File: config.mk
export PLATFORM = sky130hd
export DESIGN_NAME = adder_chunked
export DESIGN_NICKNAME = d
export VERILOG_FILES = /design/src/rtl/adder_chunked.sv
export SDC_FILE = /design/constraint.sdc
export NUM_CORES = 1
export LEC_CHECK = 0
export ABC_AREA = 1
export ABC_CLOCK_PERIOD_IN_PS = 5700
export CAP_MARGIN = 20
export CORE_MARGIN = 5
export CORE_UTILIZATION = 54
export DETAILED_ROUTE_END_ITERATION = 8
export GPL_TIMING_DRIVEN = 1
export PLACE_DENSITY_LB_ADDON = 0.08
export SLEW_MARGIN = 20
export SYNTH_ARGS = -nofsm -noshare
export SYNTH_HDL_FRONTEND = slang
export SYNTH_SLANG_ARGS = --single-unit
File: constraint.sdc
create_clock -name clk -period 5.7 [get_ports clk]
set_clock_uncertainty 0.15 [all_clocks]
set_input_delay 1.14 -clock clk [delete_from_list [all_inputs] [get_ports clk]]
set_output_delay 1.14 -clock clk [all_outputs]
set_load 0.02 [all_outputs]
File: src/rtl/adder_chunked.sv
// Multi-cycle adder: WIDTH-bit a+b+cin computed CHUNK bits per edge (ADDER_CHUNKED_SUB_EN adds a 'sub' port for a-b).
// Latency: out_valid rises NCHUNK edges after accept; issue interval NCHUNK+2 edges.
// Backpressure: result held in DONE until out_ready; in_ready only while IDLE.
module adder_chunked #(
    parameter int WIDTH = 16,
    parameter int CHUNK = 4
) (
    input  logic             clk,
    input  logic             rst_n,
    input  logic             in_valid,
    output logic             in_ready,
    input  logic [WIDTH-1:0] a,
    input  logic [WIDTH-1:0] b,
    input  logic             cin,
`ifdef ADDER_CHUNKED_SUB_EN
    input  logic             sub,
`endif
    output logic             out_valid,
    input  logic             out_ready,
    output logic [WIDTH-1:0] sum,
    output logic             cout,
    output logic             busy
);

    localparam int NCHUNK = WIDTH / CHUNK;
    localparam int IDX_W  = (NCHUNK > 1) ? $clog2(NCHUNK) : 1;
    localparam logic [IDX_W-1:0] LAST_IDX = IDX_W'(NCHUNK - 1);

    typedef enum logic [1:0] {
        IDLE = 2'd0,
        BUSY = 2'd1,
        DONE = 2'd2
    } state_t;

    state_t           state_q, state_d;
    logic [IDX_W-1:0] idx_q, idx_d;
    logic             carry_q, carry_d;
    logic [WIDTH-1:0] opa_q, opa_d;
    logic [WIDTH-1:0] opb_q, opb_d;
    logic [WIDTH-1:0] acc_q, acc_d;
    logic [WIDTH-1:0] sum_q, sum_d;
    logic             cout_q, cout_d;

    logic [WIDTH-1:0] b_eff;
    logic             cin_eff;
    logic [CHUNK:0]   chunk_res;

    // Subtraction is folded into the captured operand: a + ~b + 1.
`ifdef ADDER_CHUNKED_SUB_EN
    assign b_eff   = sub ? ~b : b;
    assign cin_eff = sub ? 1'b1 : cin;
`else
    assign b_eff   = b;
    assign cin_eff = cin;
`endif

    // Operand registers shift right each BUSY edge, so the active chunk is always at the LSBs.
    assign chunk_res = {1'b0, opa_q[CHUNK-1:0]}
                     + {1'b0, opb_q[CHUNK-1:0]}
                     + {{CHUNK{1'b0}}, carry_q};

    always_comb begin
        state_d = state_q;
        idx_d   = idx_q;
        carry_d = carry_q;
        opa_d   = opa_q;
        opb_d   = opb_q;
        acc_d   = acc_q;
        sum_d   = sum_q;
        cout_d  = cout_q;

        unique case (state_q)
            IDLE: begin
                if (in_valid) begin
                    opa_d   = a;
                    opb_d   = b_eff;
                    carry_d = cin_eff;
                    idx_d   = '0;
                    acc_d   = '0;
                    state_d = BUSY;
                end
            end
            BUSY: begin
                acc_d[int'(idx_q)*CHUNK +: CHUNK] = chunk_res[CHUNK-1:0];
                carry_d = chunk_res[CHUNK];
                opa_d   = opa_q >> CHUNK;
                opb_d   = opb_q >> CHUNK;
                if (idx_q == LAST_IDX) begin
                    sum_d   = acc_d;
                    cout_d  = chunk_res[CHUNK];
                    idx_d   = '0;
                    state_d = DONE;
                end else begin
                    idx_d = idx_q + 1'b1;
                end
            end
            DONE: begin
                if (out_ready) begin
                    state_d = IDLE;
                end
            end
            default: begin
                state_d = IDLE;
            end
        endcase
    end

    always_ff @(posedge clk or negedge rst_n) begin
        if (!rst_n) begin
            state_q <= IDLE;
            idx_q   <= '0;
            carry_q <= 1'b0;
            opa_q   <= '0;
            opb_q   <= '0;
            acc_q   <= '0;
            sum_q   <= '0;
            cout_q  <= 1'b0;
        end else begin
            state_q <= state_d;
            idx_q   <= idx_d;
            carry_q <= carry_d;
            opa_q   <= opa_d;
            opb_q   <= opb_d;
            acc_q   <= acc_d;
            sum_q   <= sum_d;
            cout_q  <= cout_d;
        end
    end

    assign in_ready  = (state_q == IDLE);
    assign busy      = (state_q == BUSY);
    assign out_valid = (state_q == DONE);
    assign sum       = sum_q;
    assign cout      = cout_q;

endmodule
Word level (Yosys, flattened, before mapping)
Index checks and enable logic that the tools add are counted.
{ "word_totals": {"register_bits": 70, "input_bits": 37} }
{ "op_classes": {"addsub": 4, "n_eq_ne": 6, "shifts": 2, "muxes": 16, "n_reduce_logical": 5} }
{ "op_table": {"columns": ["op", "n"], "rows": [
  ["$pmux W16 S2", 3],
  ["$mux W16", 3],
  ["$neg A4 Y33", 1],
  ["$shift A4 B33 Y16 const A", 1],
  ["$shiftx A4 B33 Y16", 1],
  ["$bwmux W16", 1],
  ["$mux W2", 5],
  ["$pmux W2 S3", 1],
  ["$add A4 B4 Y5", 1],
  ["$add A5 B1 Y5", 1],
  ["$eq A2 B2 Y1 const B", 2],
  ["$ne A2 B1 Y1 const B", 2],
  ["$pmux W2 S2", 1],
  ["$reduce_and A2 Y1", 2],
  ["$reduce_and A3 Y1", 1],
  ["$add A2 B1 Y2 const B", 1],
  ["$eq A2 B1 Y1 const B", 1],
  ["$logic_not A2 Y1", 1],
  ["$ne A2 B2 Y1 const B", 1],
  ["$pmux W1 S2", 1],
  ["$reduce_bool A2 Y1", 1],
  ["$mux W1", 1]
]} }

Logic depth before layout (Yosys ltp)
{ "depth": {"word_depth": 5, "ltp_mapped": 11, "depth_no_buf": 11} }

Least setup slack after synthesis
OpenSTA, ideal clock, no wires.
{ "synth_timing": {"kind": "flip-flop to output port", "startpoint": "register state_q[0]", "endpoint": "output port busy", "t_arrival_ns": 1.089, "required_time_ns": 4.410, "slack_ns": 3.321, "stages_incl_launch_ff": 4, "path_buffers": 1, "cell_sequence": "dfrtp_1 -> inv_2 -> nor2_8 -> buf_1"} }
{ "synth_via": {"elab_chain_len": 1} }
{ "synth_rtl": {"columns": ["element", "line", "source"], "rows": [
  ["from (decl)", "35", "state_t state_q, state_d;"],
  ["from (signal assigned)", "119", "state_q <= state_d;"],
  ["$eq A2 B1 Y1", "131", "assign busy = (state_q == BUSY);"],
  ["to (decl)", "22", "output logic busy"]
]} }
Every way passes these cells.

Final worst setup path
Ends and elaborated chain as after synthesis.

==> impl_metrics.tcl <==
set metrics [dict create \
    cp.arrival_ns 2.22 \
    cts.sinks 70 \
    clock_path_buffers 2 \
    min-delay-path-class "reg2reg" \
    peakVddDrop_v 0.000281 \
    cts_tree "built" \
    core-area_um2 5920 \
    internal_power_mw 1.27 \
    rr_endpoint "carry_q$_DFFE_PN0P_" \
    die_h_um 88.1 \
    syn_nets 424 \
    grt.met3_usage_pct 4.23 \
    avgViaCountPerCell 5.26 \
    initial_utilization_pct 55.7 \
    ios 57 \
    grt_max_degree 71 \
    syn_to_final_growth_pct 21.6 \
    timing_worst_setup_path_type "reg2out" \
    track_usage_pct 20.8 \
    p_clk_share_pct 14.9 \
    numCtsBuffers 9 \
    postSynthCellCount 376 \
    path_max_fanout 37 \
    grt_pass1_vias 2656 \
    fin_nets 476 \
    vias 2661 \
    fill_cells 515 \
    wirelength_um 7190 \
    path_cells "inv_2, nor2_8, clkdlybuf4s50_1" \
    gp_congestion 0.883 \
    grt_overflow 0 \
    pwr-share-seq_pct 36.7 \
    post_cts_resize_count 0 \
    cts-root-buf "clkbuf_8" \
    final-hold-violation-count 0 \
    clk_pin_slew_ns 0.07 \
    synth_warnings 0 \
    grt_pass1_wl_um 12300 \
    gr-usage-met2_pct 36.2 \
    yosysUniqueCellTypes 27 \
    ctsHoldBuffers 0 \
    h-tree-depth 3 \
    place_hpwl_um 4920 \
    first_iter_violations 135 \
    status "finished clean" \
    use_met1_pct 25.5 \
    die_x_um 88.1 \
    synth.cell_area_um2 3300 \
    busiest_layer "met2" \
    drc_errors 0 \
    setup_violations 0 \
    post_cts_buffers 0 \
    p_leak_nw 1.85 \
    antenna_found_initial 0 \
    fmax_ghz 0.285 \
    ant_nets 0 \
    hold_depth 2 \
    ys_seq_area_share_pct 53.2 \
    swShare_pct 43.8 \
    num_rows 28 \
    antenna_cells 0 \
    slew_headroom_pct 42.6 \
    crit_required_ns 4.41 \
    reg2reg_from "state_q[0]$_DFFE_PN0P_" \
    rsz0062_at_grt "no" \
    worst_r2r_path_depth 7 \
    drive_gt1_share_pct 5.34 \
    startpoint_type "flip-flop" \
    synth-seq-cells 70 \
    wl_per_cell_um 14.2 \
    finalCritPeriodShare_pct 61.6 \
    powerDensity_nw_per_um2 564 \
    fin_crit_ns 3.51 \
    rrSetupSlack_ns 3.20 \
    fin_tns_setup_ns 0 \
    tightest_slew_ns 0.861 \
    port_buffers 56 \
    cpMaxStageDelayCell "clkdlybuf4s50_1" \
    cpPeakStageDelay_ns 0.70 \
    die_area_um2 7770 \
    p_switching_mw 0.990 \
    clock_latency_ns 0.34 \
    maxCapViolCount 0 \
    combPwrFrac_pct 48.4 \
    first_pass_iters 4 \
    syn_area_per_cell_um2 8.77 \
    min_to "sum[2]$_DFFE_PN0P_" \
    crit_path_end_kind "output port" \
    hold_start "sum[2]$_DFFE_PN0P_" \
    drv_slew 0 \
    total_power_mw 2.26 \
]
stage by stage:
stage | setup WS, ns | std cells | utilization, % | hold WS, ns | instance area, µm²
floorplan | 3.32 | 376 | - | 0.299 | 3300
global placement | 2.57 | 492 | 65.1 | 0.312 | 3850
detailed placement | 2.54 | 492 | 65.1 | 0.315 | 3850
CTS | 2.17 | 506 | 67.7 | 0.333 | 4010
global route | 2.04 | 506 | 67.7 | 0.350 | 4010
finish | 2.19 | 506 | 67.7 | 0.331 | 4010
worst max-delay path by stage:
stage | from | depth (start not counted) | slack (ns) | endpoint
final | state_q[0]$_DFFE_PN0P_ | 3 | 2.19 | busy
after global routing | state_q[0]$_DFFE_PN0P_ | 3 | 2.04 | busy
after CTS | state_q[0]$_DFFE_PN0P_ | 3 | 2.17 | busy
after detailed placement | state_q[0]$_DFFE_PN0P_ | 3 | 2.54 | busy
after global placement | state_q[0]$_DFFE_PN0P_ | 3 | 2.57 | busy
after floorplan | state_q[0]$_DFFE_PN0P_ | 3 | 3.32 | busy
kinds of logic (layout without fill, tap and decap cells):
logic type,Yosys count,in the layout,synth area share (%)
AOI/OAI and AO/OA,93,93,15.8
DFF,70,70,53.2
adders and majority gates,11,11,4.63
buffers and inverters,51,106,7.06
and+or+nand+nor,151,151,19.3
power by group through the flow:
stage	Sequential, mW	Combinational (mW)	Clock [mW]
3_5_place_dp	0.836	1.10	0
4_1_cts	0.829	1.11	0.343
2_1_floorplan	0.865	0.734	0
6_report	0.829	1.09	0.337
3_3_place_gp	0.830	1.08	0
5_1_grt	0.854	1.24	0.364
Yosys cell counts:
library cell,number,share of area (%)
a21oi_1,2,0.30
a22o_1,8,2.1
a22oi_1,3,0.68
buf_1,2,0.23
buf_2,7,1.1
buf_6,4,1.4
clkbuf_1,3,0.34
dfrtp_1,70,53
fa_1,2,1.2
ha_1,9,3.4
inv_1,31,3.5
inv_2,3,0.34
inv_4,1,0.19
nand2_1,103,12
nand2_8,1,0.61
nand3_1,4,0.61
nand4_1,4,0.76
nor2_1,33,3.8
nor2_4,1,0.34
nor2_8,1,0.61
nor3_1,2,0.30
nor3_2,2,0.61
o21ai_0,30,4.6
o21ai_1,37,5.6
o21bai_1,1,0.23
o22ai_1,11,2.1
o31ai_1,1,0.23
routing by layer:
metal / vias up / wire (µm)
li1: 1333 / -
met1: 1267 / 3200
met2: 51 / 3530
met3: 10 / 330
met4: 0 / 126
met5: - / 0
final cells by class:
type	instances	area, µm²	area share, %
clock inverters	2	10.0	0.250
multi-input cells	255	1310	32.7
clock buffers	12	145	3.62
inverters	35	134	3.34
flip-flops and latches	70	1750	43.7
repair buffers	57	563	14.0
well taps	75	93.8	2.34
cells in the final DEF, fill, tap and decap left out, drive strengths merged:
| cell type | count |
|---|---|
| o31ai | 1 |
| inv | 35 |
| fa | 2 |
| clkdlybuf4s50 | 55 |
| buf | 2 |
| a22o | 8 |
| nand2 | 104 |
| nand3 | 4 |
| nor2 | 35 |
| clkbuf | 12 |
| nor3 | 4 |
| a22oi | 3 |
| nand4 | 4 |
| o21bai | 1 |
| a21oi | 2 |
| o22ai | 11 |
| o21ai | 67 |
| clkinv | 2 |
| ha | 9 |
| dfrtp | 70 |
flip-flops by register name, summed over array words and instances (netlist names):
register,count
acc_q,16
carry_q,1
cout,1
idx_q,2
opa_q,16
opb_q,16
state_q,2
sum,16
critical path, delay by kind of cell, from the launching register on:
kind,cells,cell delay [ns]
buffers and inverters,2,0.93
flip-flops,1,0.46
AND/OR/NAND/NOR,1,0.48
Note: power is estimated with default switching activity, not from simulation.
